`src/rtl/fpu_pipe_param.sv`:
```
// Parametrised multi-cycle FPU with a fixed EXEC -> NORM -> PACK sequence.
// All arithmetic truncates; exp==0 words are zero; no inf/NaN encodings.
module fpu_pipe_param #(
  parameter int EXP_W  = 8,
  parameter int MANT_W = 7,
  parameter int BIAS   = 127,
  parameter int W      = 1 + EXP_W + MANT_W
) (
  input  logic         clk,
  input  logic         rst_n,
  input  logic         start,
  input  logic [2:0]   op,
  input  logic [W-1:0] a,
  input  logic [W-1:0] b,
  output logic         busy,
  output logic         done,
  output logic [W-1:0] result
);
  localparam int M   = MANT_W + 1;
  localparam int AW  = MANT_W + 3;
  localparam int PW  = 2 * M;
  localparam int TW  = W + M;
  localparam int MW0 = (PW > W) ? PW : W;
  localparam int MW  = (MW0 > AW + 1) ? MW0 : AW + 1;
  localparam int EW  = EXP_W + 4;
  localparam int LW  = $clog2(MW + 1);

  localparam logic [2:0] OP_ADD  = 3'd0;
  localparam logic [2:0] OP_SUB  = 3'd1;
  localparam logic [2:0] OP_MUL  = 3'd2;
  localparam logic [2:0] OP_ITOF = 3'd3;
  localparam logic [2:0] OP_FTOI = 3'd4;

  localparam logic signed [EW-1:0] EXP_MAX = EW'((1 << EXP_W) - 1);
  localparam logic signed [EW-1:0] EXP_ONE = EW'(1);

  typedef enum logic [1:0] {IDLE, EXEC, NORM, PACK} state_t;
  state_t state, state_nx;

  logic [2:0]   op_q;
  logic [W-1:0] a_q, b_q;

  logic                 x_pass, x_pass_d;
  logic [W-1:0]         x_val, x_val_d;
  logic                 x_sign, x_sign_d;
  logic signed [EW-1:0] x_exp, x_exp_d;
  logic [MW-1:0]        x_mag, x_mag_d;

  logic                 n_pass, n_sign;
  logic [W-1:0]         n_val;
  logic signed [EW-1:0] n_exp, n_exp_d;
  logic [MANT_W-1:0]    n_mant;

  logic              sa, sb, za, zb;
  logic [EXP_W-1:0]  ea, eb, big_e, diff, e_u;
  logic [MANT_W-1:0] fa, fb, big_f, small_f;
  logic              a_big, is_add, is_mul, is_itof, is_ftoi;
  logic [AW-1:0]     big_m, small_m;
  logic [AW:0]       sum;
  logic [PW-1:0]     prod;
  logic [W-1:0]      babs, imag, ival;
  logic [TW-1:0]     ftoi_t;
  logic [LW-1:0]     lz;
  logic [MW-1:0]     nrm;
  logic [W-1:0]      res_d;
  logic              unused_bits;

  function automatic logic [LW-1:0] lzc(input logic [MW-1:0] v);
    lzc = LW'(MW);
    for (int i = 0; i < MW; i++)
      if (v[i]) lzc = LW'(MW - 1 - i);
  endfunction

  always_ff @(posedge clk or negedge rst_n) begin
    if (!rst_n) state <= IDLE;
    else        state <= state_nx;
  end

  always_comb begin
    state_nx = state;
    unique case (state)
      IDLE:    if (start) state_nx = EXEC;
      EXEC:    state_nx = NORM;
      NORM:    state_nx = PACK;
      PACK:    state_nx = IDLE;
      default: state_nx = IDLE;
    endcase
  end

  assign busy = (state != IDLE);

  assign sa = a_q[W-1];
  assign ea = a_q[W-2:MANT_W];
  assign fa = a_q[MANT_W-1:0];
  assign za = (ea == '0);
  assign sb = b_q[W-1] ^ (op_q == OP_SUB);
  assign eb = b_q[W-2:MANT_W];
  assign fb = b_q[MANT_W-1:0];
  assign zb = (eb == '0);

  assign is_add  = (op_q == OP_ADD) || (op_q == OP_SUB);
  assign is_mul  = (op_q == OP_MUL);
  assign is_itof = (op_q == OP_ITOF);
  assign is_ftoi = (op_q == OP_FTOI);

  always_comb begin
    a_big   = a_q[W-2:0] >= b_q[W-2:0];
    big_e   = a_big ? ea : eb;
    big_f   = a_big ? fa : fb;
    small_f = a_big ? fb : fa;
    diff    = big_e - (a_big ? eb : ea);
    big_m   = {1'b1, big_f, 2'b00};
    small_m = {1'b1, small_f, 2'b00} >> diff;
    if (sa == sb) sum = {1'b0, big_m} + {1'b0, small_m};
    else          sum = {1'b0, big_m} - {1'b0, small_m};
    prod    = PW'({1'b1, fa}) * PW'({1'b1, fb});
    babs    = b_q[W-1] ? -b_q : b_q;
    e_u     = eb - EXP_W'(BIAS);
    ftoi_t  = TW'({1'b1, fb}) << e_u;
    imag    = ftoi_t[W+MANT_W-1:MANT_W];
    ival    = sb ? -imag : imag;
  end

  // Non-pass results leave EXEC as mag/2^(MW-1) * 2^(exp-BIAS).
  always_comb begin
    x_pass_d = 1'b1;
    x_val_d  = '0;
    x_sign_d = 1'b0;
    x_exp_d  = '0;
    x_mag_d  = '0;
    unique case (1'b1)
      is_add: begin
        if (za) begin
          if (!zb) x_val_d = {sb, b_q[W-2:0]};
        end else if (zb) begin
          x_val_d = {sa, a_q[W-2:0]};
        end else if (sum != '0) begin
          x_pass_d = 1'b0;
          x_sign_d = a_big ? sa : sb;
          x_exp_d  = EW'(big_e) + EW'(1);
          x_mag_d  = MW'(sum) << (MW - AW - 1);
        end
      end
      is_mul: begin
        if (!za && !zb) begin
          x_pass_d = 1'b0;
          x_sign_d = sa ^ sb;
          x_exp_d  = EW'(ea) + EW'(eb) - EW'(BIAS) + EW'(1);
          x_mag_d  = MW'(prod) << (MW - PW);
        end
      end
      is_itof: begin
        if (b_q != '0) begin
          x_pass_d = 1'b0;
          x_sign_d = b_q[W-1];
          x_exp_d  = EW'(BIAS + W - 1);
          x_mag_d  = MW'(babs) << (MW - W);
        end
      end
      is_ftoi: begin
        if (zb || int'(eb) < BIAS)
          x_val_d = '0;
        else if (int'(eb) - BIAS >= W - 1)
          x_val_d = sb ? {1'b1, {(W-1){1'b0}}}
                       : {1'b0, {(W-1){1'b1}}};
        else
          x_val_d = ival;
      end
      default: ;
    endcase
  end

  always_comb begin
    lz      = lzc(x_mag);
    nrm     = x_mag << lz;
    n_exp_d = x_exp - EW'(lz);
  end

  always_comb begin
    res_d = {n_sign, n_exp[EXP_W-1:0], n_mant};
    if (n_pass)
      res_d = n_val;
    else if (n_exp > EXP_MAX)
      res_d = {n_sign, {(W-1){1'b1}}};
    else if (n_exp < EXP_ONE)
      res_d = '0;
  end

  assign unused_bits = ^{ftoi_t[MANT_W-1:0], ftoi_t[TW-1],
                         nrm[MW-1], nrm[MW-2-MANT_W:0]};

  always_ff @(posedge clk or negedge rst_n) begin
    if (!rst_n) begin
      op_q   <= '0;
      a_q    <= '0;
      b_q    <= '0;
      x_pass <= 1'b0;
      x_val  <= '0;
      x_sign <= 1'b0;
      x_exp  <= '0;
      x_mag  <= '0;
      n_pass <= 1'b0;
      n_val  <= '0;
      n_sign <= 1'b0;
      n_exp  <= '0;
      n_mant <= '0;
      result <= '0;
      done   <= 1'b0;
    end else begin
      done <= (state == PACK);
      if (state == IDLE && start) begin
        op_q <= op;
        a_q  <= a;
        b_q  <= b;
      end
      if (state == EXEC) begin
        x_pass <= x_pass_d;
        x_val  <= x_val_d;
        x_sign <= x_sign_d;
        x_exp  <= x_exp_d;
        x_mag  <= x_mag_d;
      end
      if (state == NORM) begin
        n_pass <= x_pass;
        n_val  <= x_val;
        n_sign <= x_sign;
        n_exp  <= n_exp_d;
        n_mant <= nrm[MW-2 -: MANT_W];
      end
      if (state == PACK) result <= res_d;
    end
  end
endmodule

```
`config.mk`:
```
export PLATFORM = sky130hd
export DESIGN_NAME = fpu_pipe_param
export DESIGN_NICKNAME = d
export VERILOG_FILES = /design/src/rtl/fpu_pipe_param.sv
export SDC_FILE = /design/constraint.sdc
export NUM_CORES = 1
export LEC_CHECK = 0
export ABC_AREA = 1
export CAP_MARGIN = 20
export CELL_PAD_IN_SITES_DETAIL_PLACEMENT = 1
export CELL_PAD_IN_SITES_GLOBAL_PLACEMENT = 2
export CORE_UTILIZATION = 34
export CTS_CLUSTER_DIAMETER = 100
export DETAILED_ROUTE_END_ITERATION = 8
export DONT_BUFFER_PORTS = 1
export GPL_TIMING_DRIVEN = 0
export PLACE_DENSITY = 0.84
export SYNTH_ARGS = -nofsm -noshare
export SYNTH_HDL_FRONTEND = slang
export SYNTH_SLANG_ARGS = --single-unit
```
`constraint.sdc`:
```
create_clock -name clk -period 5.45 [get_ports clk]
set_clock_uncertainty 0.05 [all_clocks]
set_input_delay 1.3625 -clock clk [delete_from_list [all_inputs] [get_ports clk]]
set_output_delay 1.3625 -clock clk [all_outputs]
set_load 0.1 [all_outputs]
```
==> out/metrics.csv <==
metric;value;unit
initial antenna violation count;2;
clk buf depth;2;
Crit Path Class;flop to flop;
setup tns final;-9.44;ns
drt drc;0;
syn_nets;2162;
synth unique cells;54;
Final WS setup;-0.700;ns
detailed-route via count;13772;
vias in the first global route;14320;
Initial Utilization;34.8;%
Vias per Instance;5.28;
Tightest Hold Check Type;flop to flop;
commonest non-fill, non-tap cell in the layout;nand2_1;
largest net degree at the start of global routing;137;
Synth top area share;25.7;%
Final Max Slew Viols;0;
Worst Path Max Fanout;7;
mapped cell area;13200;µm²
CP max-delay cell;dfrtp_1;
io pins;56;
nets;2261;
Routed Wire Length;53600;µm
layout cells sized above 1;16.0;%
average size of a mapped cell;6.68;µm²
RePlAce Congestion;0.920;
Final Hold Vio Count;0;
H-tree level count;4;
Crit path arrival time;6.43;ns
Pre-antenna DRT Iters;4;
dominant synthesized flop cell;dfrtp_1;
most frequent cells in the layout;432 x nand2_1, 277 x inv_1, 178 x o21ai_0, 174 x nor2_1, 129 x dfrtp_1;
failing checks;negative setup slack;
GR Util All Layers;27.6;%
first-pass GRT wire length;82400;µm
cell taking the most area after synthesis;dfrtp_1;
chip width;199;µm
clk slew on worst S/H paths;0.07;ns
Post-Synthesis Cells;1981;
Worst Path Required;5.73;ns
fraction of registers with async set/reset;100;%
worst slew pin tran;0.968;ns
CP startpoint kind;flop;
Die Area;39700;µm²
Ys Warns;0;
latest clock arrival within the worst-skew pair;0.45;ns
Port Buffers;0;
Max-slew headroom;34.8;%
Remaining Overflow, GRT;0;
detailed placement HPWL;39900;µm
status;finished with violations;
RSZ-0062 raised after global routing;yes;
CTS tree;yes;
chip height;199;µm
Clock Sinks;136;
routed length per instance;20.6;µm
Tcrit/Tclk final;113;%
Post-synth EDFFs;0;
Tmin final;6.15;ns
final setup vio count;17;
post-detailed-route count of antenna-violating nets;0;
area of the core;38000;µm²
CTS buffer count;17;
Worst setup EP type;flop;
FMAX;163;MHz
Area contributors post-synth;dfrtp_1 26%, nand2_1 14%, ha_1 9.8%;
# rows;71;
register area share after synthesis;25.7;%
DR iter-0 viols;804;
cell repeated most along the worst path;nand2_4;
CP peak stage delay;0.36;ns
Area growth syn-to-layout;21.4;%
CTS root buffer;clkbuf_16;
number of synthesized register bits;136;
maxcap violations;0;
-- cell usage after synthesis (8+ instances only) --
cell type	number
nand4_1	18
nand3_1	81
nor2_1	183
nor3_1	26
inv_2	17
dfrtp_1	136
ha_1	104
o22ai_1	18
nand2_2	16
a31oi_1	8
o211ai_1	23
o31ai_1	12
nand2_1	476
o21ai_1	10
xor2_1	34
inv_1	299
clkbuf_1	69
fa_1	39
a21oi_1	128
o21ai_0	191
-- metal layers --
metal / track usage (%) / wire (µm) / vias up
met2: 46.5 / 25100 / 334
li1: - / - / 6570
met1: 35.2 / 24100 / 6748
met5: 0 / 14 / -
met3: 4.15 / 2320 / 118
met4: 10.6 / 2110 / 2
-- sequential cells by signal, summed over array words and instances, names as in the netlist, 11 cells and up --
register and cells:
a_q 16, b_q 16, n_exp 12, n_val 16, result 16, x_exp 11, x_mag 16, x_val 16
-- worst max-delay path: cells and delay by family, from the launching register on --
kind | cells | cell delay, ns
simple gates | 25 | 2.60
fa+ha+maj | 2 | 0.59
flops | 1 | 0.36
buf+inv | 11 | 1.07
xor+xnor | 1 | 0.29
compound gates | 8 | 1.07
-- worst paths after layout --
path / depth (start not counted) / endpoint / slack, ns / startpoint
worst min register to register: 2 / n_val[13] / 0.42 / n_val[13]
worst max register to register: 47 / x_exp[3] / -0.70 / b_q[13]
worst max-delay path: 47 / x_exp[3] / -0.70 / b_q[13]
min in group asynchronous: 0 / x_mag[2] / 0.57 / rst_n
max in group asynchronous: 0 / b_q[7] / 4.46 / rst_n
worst min-delay path: 2 / n_val[13] / 0.42 / n_val[13]
-- timing repair --
| item | in CTS | in global routing |
|---|---|---|
| setup endpoints to repair | 22 | 20 |
| resized for setup | 170 | 75 |
| pin swaps | 47 | 59 |
| hold buffers | 0 | 0 |
| cloned | 1 | 0 |
| setup buffers | 64 | 22 |
-- through the flow --
stage / utilization, % / setup WS [ns] / hold WS (ns) / std cells / area (µm²)
2_1_floorplan: - / 0.0229 / 0.387 / 1981 / 13300
3_3_place_gp: 36.6 / -1.71 / 0.407 / 2492 / 13900
3_5_place_dp: 36.6 / -1.77 / 0.410 / 2493 / 13900
4_1_cts: 41.2 / -0.526 / 0.426 / 2582 / 15700
5_1_grt: 42.2 / -0.956 / 0.456 / 2604 / 16100
6_report: 42.3 / -0.700 / 0.421 / 2606 / 16100
-- area by class of cell --
class,instances,area [µm²]
flip-flops and latches,136,3410
well taps,511,639
plain buffers,80,484
diodes,2,5.00
repair buffers,83,652
multi-input cells,1438,8970
fillers,4892,22000
clock inverters,14,131
clock buffers,18,429
inverters,324,1340
-- kinds of logic after synthesis --
kind of cell               Yosys count  synth area share (%)
xor gates and xnor gates            42                  2.84
adders and majority gates          143                  15.7
DFF                                136                  25.7
and+or+nand+nor                    831                  26.2
muxes                                4                 0.321
buffers and inverters              407                  11.8
AOI/OAI and AO/OA                  418                  17.4
Power is left out: the tool's default activity adds up to more than one toggle a clock period on the data nets, which glitch-free logic cannot reach.
